<file path="config.mk">
export PLATFORM = sky130hd
export DESIGN_NAME = ld_ext_gather
export DESIGN_NICKNAME = d
export VERILOG_FILES = /design/src/rtl/ld_ext_gather.sv
export SDC_FILE = /design/constraint.sdc
export NUM_CORES = 1
export LEC_CHECK = 0
export ABC_AREA = 1
export CAP_MARGIN = 20
export CORE_UTILIZATION = 36
export DETAILED_ROUTE_END_ITERATION = 10
export PLACE_DENSITY = 0.91
export SYNTH_ARGS = -nofsm -noshare
export SYNTH_HDL_FRONTEND = slang
export SYNTH_SLANG_ARGS = --single-unit
export TNS_END_PERCENT = 30
</file>
<file path="constraint.sdc">
create_clock -name clk -period 1.64 [get_ports clk]
set_clock_uncertainty 0.15 [all_clocks]
set_input_delay 0.328 -clock clk [delete_from_list [all_inputs] [get_ports clk]]
set_output_delay 0.328 -clock clk [all_outputs]
set_load 0.05 [all_outputs]
</file>
<file path="src/rtl/ld_ext_gather.sv">
// Gathers a two-beat memory load (low = 64-bit mantissa, high = sign/exponent)
// into one 80-bit extended-precision operand with a valid/ready handoff.
module ld_ext_gather #(
  parameter int TAG_W = 9
) (
  input  logic             clk,
  input  logic             rst,
  input  logic             flush,
  input  logic             beat_valid,
  input  logic             beat_hi,
  input  logic [63:0]      beat_data,
  input  logic [TAG_W-1:0] beat_tag,
  output logic             beat_ready,
  output logic             out_valid,
  input  logic             out_ready,
  output logic [79:0]      out_A,
  output logic [79:0]      out_An,
  output logic [TAG_W-1:0] out_tag,
  output logic             out_den,
  output logic             out_ovf,
  output logic             err
);

  typedef enum logic [1:0] {
    IDLE    = 2'd0,
    HAVE_LO = 2'd1,
    FULL    = 2'd2
  } state_t;

  state_t           state_q;
  logic [63:0]      mant_q;
  logic [15:0]      se_q;
  logic [TAG_W-1:0] tag_q;
  logic             err_q;
  logic             beat_acc_s;

  // In FULL a new beat can only enter when the held operand leaves this cycle.
  always_comb begin
    beat_ready = 1'b1;
    if (state_q == FULL) begin
      beat_ready = out_ready;
    end else begin
      beat_ready = 1'b1;
    end
  end

  assign beat_acc_s = beat_valid & beat_ready;

  // Gather FSM with operand registers and the registered protocol-error pulse.
  always_ff @(posedge clk) begin
    if (rst) begin
      state_q <= IDLE;
      mant_q  <= 64'd0;
      se_q    <= 16'd0;
      tag_q   <= {TAG_W{1'b0}};
      err_q   <= 1'b0;
    end else begin
      err_q <= 1'b0;
      if (flush) begin
        state_q <= IDLE;
      end else begin
        case (state_q)
          IDLE: begin
            if (beat_acc_s && !beat_hi) begin
              mant_q  <= beat_data;
              tag_q   <= beat_tag;
              state_q <= HAVE_LO;
            end else if (beat_acc_s && beat_hi) begin
              err_q <= 1'b1;
            end
          end
          HAVE_LO: begin
            if (beat_acc_s && beat_hi) begin
              se_q    <= beat_data[15:0];
              state_q <= FULL;
            end else if (beat_acc_s && !beat_hi) begin
              // Duplicate low beat: newest one wins, but flag the ordering fault.
              mant_q <= beat_data;
              tag_q  <= beat_tag;
              err_q  <= 1'b1;
            end
          end
          FULL: begin
            if (out_ready) begin
              if (beat_acc_s && !beat_hi) begin
                mant_q  <= beat_data;
                tag_q   <= beat_tag;
                state_q <= HAVE_LO;
              end else if (beat_acc_s && beat_hi) begin
                err_q   <= 1'b1;
                state_q <= IDLE;
              end else begin
                state_q <= IDLE;
              end
            end
          end
          default: state_q <= IDLE;
        endcase
      end
    end
  end

  assign out_valid = (state_q == FULL);
  assign out_A     = {se_q, mant_q};
  assign out_An    = ~{se_q, mant_q};
  assign out_tag   = tag_q;
  assign out_den   = (se_q[14:0] == 15'd0);
  assign out_ovf   = (se_q[14:0] == 15'h7fff);
  assign err       = err_q;

endmodule

</file>
## Word level (Yosys, flattened, before mapping)

Index checks and enable logic that the tools add are counted.
W data, S select, Z words.

| word-level totals | value |
|---|---|
| register bits | 92 |
| input bits | 79 |
| output and inout port bits | 174 |
| word-level logic and storage cells | 45 |

| operators by class | value |
|---|---|
| equal/unequal tests | 7 |
| mux-type cells | 20 |
| bitwise logic cells | 3 |
| reduce and logical (&&, ||, !) cells | 10 |

Operator list:

| operator | count |
|---|---|
| $mux W64 | 3 |
| $pmux W64 S3 | 1 |
| $not A80 Y80 | 1 |
| $mux W9 | 3 |
| $pmux W9 S3 | 1 |
| $eq A15 B15 Y1 const B | 1 |
| $logic_not A15 Y1 | 1 |
| $mux W1 | 7 |
| $mux W2 | 3 |
| $ne A2 B2 Y1 const B | 3 |
| $pmux W2 S3 | 1 |
| $reduce_and A3 Y1 | 2 |
| $reduce_and A4 Y1 | 1 |
| $pmux W1 S3 | 1 |
| $reduce_bool A3 Y1 | 1 |
| $eq A2 B1 Y1 const B | 1 |
| $eq A2 B2 Y1 const B | 1 |
| $logic_and A1 B1 Y1 | 2 |
| $logic_not A2 Y1 | 1 |
| $ne A2 B1 Y1 const B | 1 |
| $reduce_or A2 Y1 | 1 |
| $and A1 B1 Y1 | 1 |
| $logic_not A1 Y1 | 1 |
| $not A1 Y1 | 1 |

## Depth between registers and ports, before layout

Gate-level depths: netlist of run 1.

| logic depth | value |
|---|---|
| word-level depth | 8 |
| depth in mapped cells | 8 |
| gate-level depth less buffers | 7 |

## Least setup slack after synthesis of run 1

No wires, ideal clock.

| path | value |
|---|---|
| path type | reg-to-output |
| start | register se_q[13] |
| end | output out_ovf |
| arrival | 2.347 ns |
| data required time | 1.162 ns |
| setup slack | -1.185 ns |
| cell stages (with the launch flop) | 3 |
| buffers on the path | 0 |
| cell sequence | dfxtp_1 -> nand3_1 -> nor4_1 |

| between the ends | value |
|---|---|
| cells in the longest elaborated chain, start to end | 1 |

RTL lines:

| element | RTL line | text |
|---|---|---|
| from (decl) | 32 | `logic [15:0] se_q;` |
| from (signal assigned) | 74 | `se_q <= beat_data[15:0];` |
| $eq A15 B15 Y1 | 108 | `assign out_ovf = (se_q[14:0] == 15'h7fff);` |
| to (decl) | 20 | `output logic out_ovf,` |

Every way passes these cells.

## Worst setup path in the final report of run 1

| path | value |
|---|---|
| start | register se_q[14] |
| end | output out_den |

| between the ends | value |
|---|---|
| cells in the longest elaborated chain, start to end | 1 |

RTL lines:

| element | RTL line | text |
|---|---|---|
| $logic_not A15 Y1 | 107 | `assign out_den = (se_q[14:0] == 15'd0);` |
| to (decl) | 19 | `output logic out_den,` |

Every way passes these cells.

==> metrics.txt, run 1 <==
# TYPE chip_impl_metric gauge
chip_impl_metric{name="power-per-cell-area",unit="nW/um^2"} 675
chip_impl_metric{name="post_synth.cell_area_avg",unit="sq um"} 6.50
chip_impl_metric{name="num-nets-final",unit=""} 957
chip_impl_info{name="critical_path.cell_chain",value="nor3_2, nand4_1, nor3_4, buf_12"} 1
chip_impl_metric{name="port_buffers",unit=""} 252
chip_impl_metric{name="detail_route.wl_per_cell",unit="um"} 17.4
chip_impl_metric{name="floorplan.initialDensity",unit="%"} 37.6
chip_impl_metric{name="drt.antenna.violating_nets",unit=""} 0
chip_impl_metric{name="slew_viol_final",unit=""} 0
chip_impl_metric{name="num_vias",unit=""} 4865
chip_impl_metric{name="drive_gt1_share",unit="%"} 30.1
chip_impl_metric{name="worstMarginPinSlew",unit="ns"} 0.306
chip_impl_metric{name="max_stage_delay",unit="ns"} 0.36
chip_impl_metric{name="fmaxAchievable",unit="GHz"} 0.495
chip_impl_metric{name="seqCellArea",unit="sq um"} 1910
chip_impl_metric{name="synthesis.area",unit="sq um"} 3910
chip_impl_info{name="setup_repair_after_global_routing_missed_its_margin",value="true"} 1
chip_impl_metric{name="synth_fp_nets",unit=""} 681
chip_impl_metric{name="synth_enable_flop_cells",unit=""} 0
chip_impl_metric{name="dpl_cell_area",unit="sq um"} 8540
chip_impl_metric{name="setup_ws",unit="ns"} -0.380
chip_impl_metric{name="netlist-cell-type-count",unit=""} 17
chip_impl_metric{name="finalHoldViolCount",unit=""} 0
chip_impl_metric{name="multi_input_comb_area",unit="sq um"} 1560
chip_impl_metric{name="synthesis.instances",unit=""} 602
chip_impl_metric{name="grt_remaining_overflow",unit=""} 0
chip_impl_metric{name="place.gp.congestion",unit=""} 0.840
chip_impl_metric{name="min_cycle_time_layout",unit="ns"} 2.02
chip_impl_metric{name="cts_made_buffers",unit=""} 9
chip_impl_metric{name="worstPathArrival",unit="ns"} 1.54
chip_impl_metric{name="asyncSetResetFlopFracSynth",unit="%"} 0
chip_impl_info{name="startpoint_type",value="flop"} 1
chip_impl_metric{name="viasPerCell",unit=""} 4.77
chip_impl_metric{name="detailedPlacementHpwl",unit="mm"} 13.2
chip_impl_metric{name="total_power",unit="mW"} 6.03
chip_impl_metric{name="synth.yosys.seq_area_share",unit="%"} 47.1
chip_impl_metric{name="number_of_setup_violations_in_the_final_report",unit=""} 19
chip_impl_metric{name="grt.total_usage",unit="%"} 29.4
chip_impl_metric{name="worstPathMaxFanout",unit=""} 3
chip_impl_metric{name="drv.max_cap_violation_count",unit=""} 0
chip_impl_metric{name="final_core_utilization",unit="%"} 85.8
chip_impl_metric{name="leakage",unit="nW"} 4.44
chip_impl_metric{name="antenna_violations_before_repair",unit=""} 0
chip_impl_metric{name="totalNegativeSetupSlack",unit="ns"} -1.09
chip_impl_metric{name="area_growth",unit="%"} 128
chip_impl_metric{name="global_route_wire_length_before_repair",unit="mm"} 25.7
chip_impl_info{name="failed_checks",value="negative setup slack"} 1
chip_impl_info{name="setup.worst_path.class",value="reg2out"} 1
chip_impl_metric{name="vdd_drop_max",unit="mV"} 0.545
chip_impl_metric{name="clock_insertion_delay_worst_skew",unit="ns"} 0.34
chip_impl_metric{name="worst_ep_required_time",unit="ns"} 1.16
chip_impl_metric{name="drt_iter0_drc",unit=""} 319
chip_impl_metric{name="die_width",unit="um"} 106
chip_impl_metric{name="dieArea",unit="sq um"} 11300
chip_impl_metric{name="wl",unit="mm"} 17.7
chip_impl_metric{name="finalCritPeriodShare",unit="%"} 123
chip_impl_metric{name="ys_ff_latch",unit=""} 92
chip_impl_metric{name="drt_pass1_iterations",unit=""} 5
chip_impl_metric{name="max-clock-path-buffers",unit=""} 2
chip_impl_info{name="tritoncts",value="done"} 1
chip_impl_metric{name="timing.max_slew.rel_slack",unit="%"} 79.6
chip_impl_metric{name="filler_cell_count",unit=""} 444
chip_impl_metric{name="dieHeight",unit="um"} 106
chip_impl_metric{name="cts_max_level",unit=""} 3
chip_impl_metric{name="grt_pass1_vias",unit=""} 5059
chip_impl_metric{name="num_rows",unit=""} 37
chip_impl_metric{name="core_area",unit="sq um"} 10400
chip_impl_metric{name="route.detailed.drc",unit=""} 0
chip_impl_metric{name="antennaDiodeCount",unit=""} 0
chip_impl_metric{name="cts_num_sinks",unit=""} 92
chip_impl_info{name="status",value="finished, violations left"} 1
chip_impl_metric{name="top_level_ports",unit=""} 253
chip_impl_metric{name="grt_max_degree",unit=""} 69
chip_impl_info{name="cp_max_delay_cell",value="sky130_fd_sc_hd__dfxtp_4"} 1
chip_impl_info{name="holdCritPathClass",value="in2reg"} 1
chip_impl_metric{name="worst_setup_hold_path_clk_slew",unit="ns"} 0.10
chip_impl_metric{name="yosysWarnings",unit=""} 0
chip_impl_info{name="synth-main-ff-cell",value="sky130_fd_sc_hd__dfxtp_1"} 1
chip_impl_info{name="critical_path.endpoint_type",value="primary output"} 1
chip_impl_metric{name="final_cell_area",unit="sq um"} 8930
chip_impl_info{name="clk_root_buffer_cell",value="sky130_fd_sc_hd__clkbuf_8"} 1
[registers in the layout, indices dropped and copies added, names as in the netlist]
| register | flops |
|---|---|
| mant_q | 64 |
| se_q | 16 |
| state_q | 2 |
| out_tag | 9 |
| err | 1 |
[cells in the mapped netlist (2+ instances only)]
master	n	area, sq um
sky130_fd_sc_hd__inv_1	95	357
sky130_fd_sc_hd__nand3_1	2	10.0
sky130_fd_sc_hd__nor2_1	181	679
sky130_fd_sc_hd__clkbuf_1	5	18.8
sky130_fd_sc_hd__nor3_1	2	10.0
sky130_fd_sc_hd__buf_4	8	60.1
sky130_fd_sc_hd__dfxtp_1	92	1840
sky130_fd_sc_hd__nand4_1	11	68.8
sky130_fd_sc_hd__buf_2	3	15.0
sky130_fd_sc_hd__inv_2	2	7.51
sky130_fd_sc_hd__buf_6	8	90.1
sky130_fd_sc_hd__buf_1	4	15.0
sky130_fd_sc_hd__nand2_1	181	679
sky130_fd_sc_hd__a21oi_1	5	25.0
[where the power goes]
part           switching [mW]  internal, mW
Clock                   0.774         0.751
Sequential              0.114          2.31
Combinational            1.11         0.976
Total                    2.00          4.03
[cell families (layout without fill, tap and decap cells)]
family                 after synthesis  after routing  share of synthesized area [%]
AND/OR/NAND/NOR                    380            380                           37.9
flip-flops                          92             92                           47.1
buffers and inverters              125            406                           14.4
AO/OA/AOI/OAI                        5              5                          0.639
[layout by cell type (no fill, tap or decap)]
cell type and instances:
sky130_fd_sc_hd__a21oi_1 4, sky130_fd_sc_hd__dfxtp_1 75, sky130_fd_sc_hd__clkbuf_1 4, sky130_fd_sc_hd__inv_1 83, sky130_fd_sc_hd__clkinvlp_4 10, sky130_fd_sc_hd__dfxtp_4 17
sky130_fd_sc_hd__buf_4 28, sky130_fd_sc_hd__a21oi_2 1, sky130_fd_sc_hd__buf_6 4, sky130_fd_sc_hd__nand4_4 1, sky130_fd_sc_hd__bufinv_16 1, sky130_fd_sc_hd__clkbuf_8 10
sky130_fd_sc_hd__nand2_1 181, sky130_fd_sc_hd__clkbuf_16 1, sky130_fd_sc_hd__nand3_1 2, sky130_fd_sc_hd__nor4_4 1, sky130_fd_sc_hd__clkinv_2 1, sky130_fd_sc_hd__nor3_2 1
sky130_fd_sc_hd__nor2_2 2, sky130_fd_sc_hd__nor2_1 179, sky130_fd_sc_hd__nand3_4 1, sky130_fd_sc_hd__buf_12 182, sky130_fd_sc_hd__nor3_4 1, sky130_fd_sc_hd__nand4_1 11
sky130_fd_sc_hd__clkdlybuf4s50_1 77, sky130_fd_sc_hd__inv_2 3, sky130_fd_sc_hd__dlymetal6s2s_1 1, sky130_fd_sc_hd__inv_4 1
[layer usage]
layer	global-route usage, %	vias up	wire [um]	part of all wire (%)
li1	-	2282	-	-
met1	29.5	2279	5920	33
met2	56.3	253	9520	54
met3	8.09	51	1610	9.1
met4	11.9	0	643	3.6
met5	0	-	0	0
[path summary, 6_finish.rpt]
check                           from                       to  slack [ns]  cells after the start
min                        out_ready  state_q[1]$_SDFFE_PP0P_        0.40                      6
max            se_q[14]$_SDFFE_PP0P_                  out_den       -0.38                      4
max reg2reg  state_q[1]$_SDFFE_PP0P_     se_q[9]$_SDFFE_PP0P_       -0.04                      9
min reg2reg  out_tag[1]$_SDFFE_PP0P_  out_tag[1]$_SDFFE_PP0P_        0.42                      4
[stage by stage]
stage / instances / setup slack [ns] / hold slack [ns]
floorplan: 602 / -0.136 / 0.312
global placement: 985 / -0.206 / 0.385
detailed placement: 985 / -0.338 / 0.404
CTS: 1010 / -0.293 / 0.391
global route: 1019 / -0.398 / 0.388
finish: 1019 / -0.380 / 0.399
[timing repair]
action,CTS,global route
setup endpoints to repair,4,20
setup buffers,9,8
resized for setup,7,13
gates cloned,0,1
hold buffers,0,0
pin swaps,3,6
hold endpoints to repair,0,0
[critical path, delay by kind of cell, from the launching register on]
family | cells | cell delay [ns]
flops | 1 | 0.36
buf+inv | 1 | 0.17
simple gates | 3 | 0.66
[layout make-up]
type | instances | area share, %
repair buffers | 293 | 52.7
flip-flops and latches | 92 | 21.3
multi-input cells | 385 | 17.4
inverters | 97 | 4.52
well taps | 136 | 1.91
clock buffers | 14 | 1.71
clock inverters | 2 | 0.392
Power figures use the tool's default switching activity.
==> inputs of run 2 (changes only) <==
- CTS_CLUSTER_SIZE: not set -> 40
- RECOVER_POWER: not set -> 50
==> run 2 against run 1 <==
Against the previous run:
- the run still ends with negative setup slack left
- sequential power is essentially flat
- wire length grew 0.16%
- sequential share of layout area grew 0.081 points
- fmax grew 0.71%
- critical endpoint unchanged
- non-clock buffer count is the same
- clock-buffer cell count is the same
- die area is the same
- combinational power is essentially flat
- register-to-register slack gained 0.02 ns
==> metrics.txt, run 2 (synthesis gave the netlist of run 1 again) <==
# TYPE chip_impl_metric gauge
chip_impl_metric{name="fin_hold_ws",unit="ns"} 0.405
chip_impl_metric{name="grt_remaining_overflow",unit=""} 0
chip_impl_metric{name="num_vias",unit=""} 4887
chip_impl_metric{name="clock_insertion_delay_worst_skew",unit="ns"} 0.34
chip_impl_metric{name="leakage",unit="nW"} 4.42
chip_impl_metric{name="power-per-cell-area",unit="nW/um^2"} 676
chip_impl_info{name="regMostFlops",value="mant_q"} 1
chip_impl_metric{name="port_buffers",unit=""} 252
chip_impl_metric{name="drv.max_cap_violation_count",unit=""} 0
chip_impl_metric{name="placed_cells_incl_taps",unit=""} 985
chip_impl_metric{name="core_area",unit="sq um"} 10400
chip_impl_metric{name="wl",unit="mm"} 17.7
chip_impl_info{name="tritoncts",value="done"} 1
chip_impl_info{name="critical_path.cell_chain",value="nor3_2, nand4_1, nor3_4, buf_12"} 1
chip_impl_metric{name="grt.total_usage",unit="%"} 29.4
chip_impl_metric{name="vdd_drop_max",unit="mV"} 0.540
chip_impl_metric{name="route.detailed.drc",unit=""} 0
chip_impl_metric{name="setup_ws",unit="ns"} -0.365
chip_impl_metric{name="critical_path_buf_inv_count",unit=""} 1
chip_impl_metric{name="pwr-share-seq",unit="%"} 40.2
chip_impl_metric{name="drt_iter0_drc",unit=""} 320
chip_impl_metric{name="drt.antenna.violating_nets",unit=""} 0
chip_impl_info{name="setup.worst_path.class",value="reg2out"} 1
chip_impl_metric{name="antennaDiodeCount",unit=""} 0
chip_impl_metric{name="detailedPlacementHpwl",unit="mm"} 13.2
chip_impl_info{name="failed_checks",value="negative setup slack"} 1
chip_impl_metric{name="worstPathMaxFanout",unit=""} 3
chip_impl_info{name="holdCritPathClass",value="in2reg"} 1
chip_impl_metric{name="share_clk_of_total_power",unit="%"} 25.2
chip_impl_metric{name="worstMarginPinSlew",unit="ns"} 0.296
chip_impl_metric{name="place.gp.congestion",unit=""} 0.840
chip_impl_metric{name="cts_max_level",unit=""} 3
chip_impl_metric{name="comb_power_share",unit="%"} 34.5
chip_impl_metric{name="max-clock-path-buffers",unit=""} 2
chip_impl_metric{name="viasPerCell",unit=""} 4.80
chip_impl_info{name="layout.cells.most_common",value="sky130_fd_sc_hd__nand2_1"} 1
chip_impl_metric{name="max_stage_delay",unit="ns"} 0.36
chip_impl_info{name="startpoint_type",value="flop"} 1
chip_impl_metric{name="grt_max_degree",unit=""} 69
chip_impl_metric{name="die_width",unit="um"} 106
chip_impl_metric{name="dp_worst_setup_slack",unit="ns"} -0.338
chip_impl_metric{name="num_rows",unit=""} 37
chip_impl_metric{name="grt_pass1_vias",unit=""} 5059
chip_impl_metric{name="antenna_violations_before_repair",unit=""} 0
chip_impl_metric{name="worstPathArrival",unit="ns"} 1.53
chip_impl_metric{name="top_level_ports",unit=""} 253
chip_impl_info{name="critical_path.endpoint_type",value="primary output"} 1
chip_impl_info{name="clk_root_buffer_cell",value="sky130_fd_sc_hd__clkbuf_8"} 1
chip_impl_metric{name="final_core_utilization",unit="%"} 85.4
chip_impl_metric{name="switching_share",unit="%"} 33.0
chip_impl_metric{name="num-nets-final",unit=""} 957
chip_impl_metric{name="global_route_wire_length_before_repair",unit="mm"} 25.7
chip_impl_metric{name="dieHeight",unit="um"} 106
chip_impl_metric{name="drt_pass1_iterations",unit=""} 4
chip_impl_metric{name="cts_made_buffers",unit=""} 9
chip_impl_info{name="layout_common_cells",value="sky130_fd_sc_hd__nand2_1, sky130_fd_sc_hd__buf_12, sky130_fd_sc_hd__nor2_1"} 1
chip_impl_info{name="timing.critical_path.max_delay_family",value="simple AND/OR/NAND/NOR gates"} 1
chip_impl_metric{name="detail_route.wl_per_cell",unit="um"} 17.4
chip_impl_metric{name="min_cycle_time_layout",unit="ns"} 2.01
chip_impl_metric{name="number_of_setup_violations_in_the_final_report",unit=""} 18
chip_impl_metric{name="drive_gt1_share",unit="%"} 30.0
chip_impl_info{name="cp_max_delay_cell",value="sky130_fd_sc_hd__dfxtp_4"} 1
chip_impl_metric{name="worst_setup_hold_path_clk_slew",unit="ns"} 0.09
chip_impl_metric{name="slew_viol_final",unit=""} 0
chip_impl_metric{name="seqCellArea",unit="sq um"} 1910
chip_impl_metric{name="dieArea",unit="sq um"} 11300
chip_impl_metric{name="cts_num_sinks",unit=""} 92
chip_impl_metric{name="power_report.internal_total",unit="mW"} 4.03
chip_impl_metric{name="area_growth",unit="%"} 127
chip_impl_metric{name="fmaxAchievable",unit="GHz"} 0.499
chip_impl_metric{name="largest_register_ffs",unit=""} 64
chip_impl_metric{name="post_layout_nonfiller_instances",unit=""} 1019
chip_impl_metric{name="hold_buffers",unit=""} 0
chip_impl_metric{name="finalCritPeriodShare",unit="%"} 122
chip_impl_metric{name="net_sw_power",unit="mW"} 1.99
chip_impl_info{name="setup_repair_after_global_routing_missed_its_margin",value="true"} 1
chip_impl_metric{name="finalHoldViolCount",unit=""} 0
chip_impl_metric{name="timing.max_slew.rel_slack",unit="%"} 80.3
chip_impl_metric{name="filler_cell_count",unit=""} 450
chip_impl_metric{name="worst_ep_required_time",unit="ns"} 1.16
chip_impl_metric{name="floorplan.initialDensity",unit="%"} 37.6
chip_impl_metric{name="multi_input_comb_area",unit="sq um"} 1560
chip_impl_info{name="status",value="finished, violations left"} 1
-- run 2: changes by cell type in the layout (fill, tap and decap cells not counted), sizes merged --
cell,change
dlygate4sd3,+1
clkbuf,+3
buf,-3
clkdlybuf4s50,-1
-- run 2: timing repair --
action                                  4_1_cts  5_1_grt
endpoints found under the setup margin        4       20
setup buffers                                 9        8
gates cloned                                  0        1
resized for setup                             7       13
pin swaps                                     3        6
-- run 2: metal layers --
metal  vias up  wire (um)  track usage (%)
met1      2285       5890             29.5
met4         0        629             11.9
li1       2283          -                -
met2       267       9550             56.3
met3        52       1650             8.09
met5         -          0                0
-- run 2: power groups by stage --
stage	Combinational, mW	Sequential [mW]	Clock (mW)
floorplan	0.601	2.76	0
finish	2.08	2.42	1.52
global placement	2.01	2.47	0
detailed placement	2.06	2.48	0
CTS	2.07	2.42	1.54
global route	2.15	2.43	1.66
-- run 2: final timing paths --
check | to | from | cells past startpoint | slack [ns]
setup / recovery | out_den | se_q[14]$_SDFFE_PP0P_ | 4 | -0.37
hold / removal | state_q[1]$_SDFFE_PP0P_ | out_ready | 6 | 0.40
setup reg to reg | se_q[9]$_SDFFE_PP0P_ | state_q[1]$_SDFFE_PP0P_ | 9 | -0.02
hold reg to reg | out_tag[4]$_SDFFE_PP0P_ | out_tag[4]$_SDFFE_PP0P_ | 4 | 0.41
-- run 2: worst reg2reg max path, delay by kind of cell (launching register included) --
kind	cells	cell delay, ns
simple gates	6	0.64
flops	1	0.38
buf+inv	3	0.40
-- run 2: area by class of cell --
class	instances	area share, %
multi-input combinational	385	17.5
clock buffer	14	1.72
sequential	92	21.4
inverter	97	4.54
tap	136	1.91
timing repair buffer	293	52.5
clock inverter	2	0.394
-- run 2: per-stage QoR --
step           total power, mW  setup TNS, ns  area (sq um)
2_1_floorplan             3.36         -0.239          4020
3_3_place_gp              4.47         -14.90          8540
3_5_place_dp              4.54         -21.51          8540
4_1_cts                   6.03         -0.636          8810
5_1_grt                   6.24          -2.18          8900
6_report                  6.01          -1.45          8900
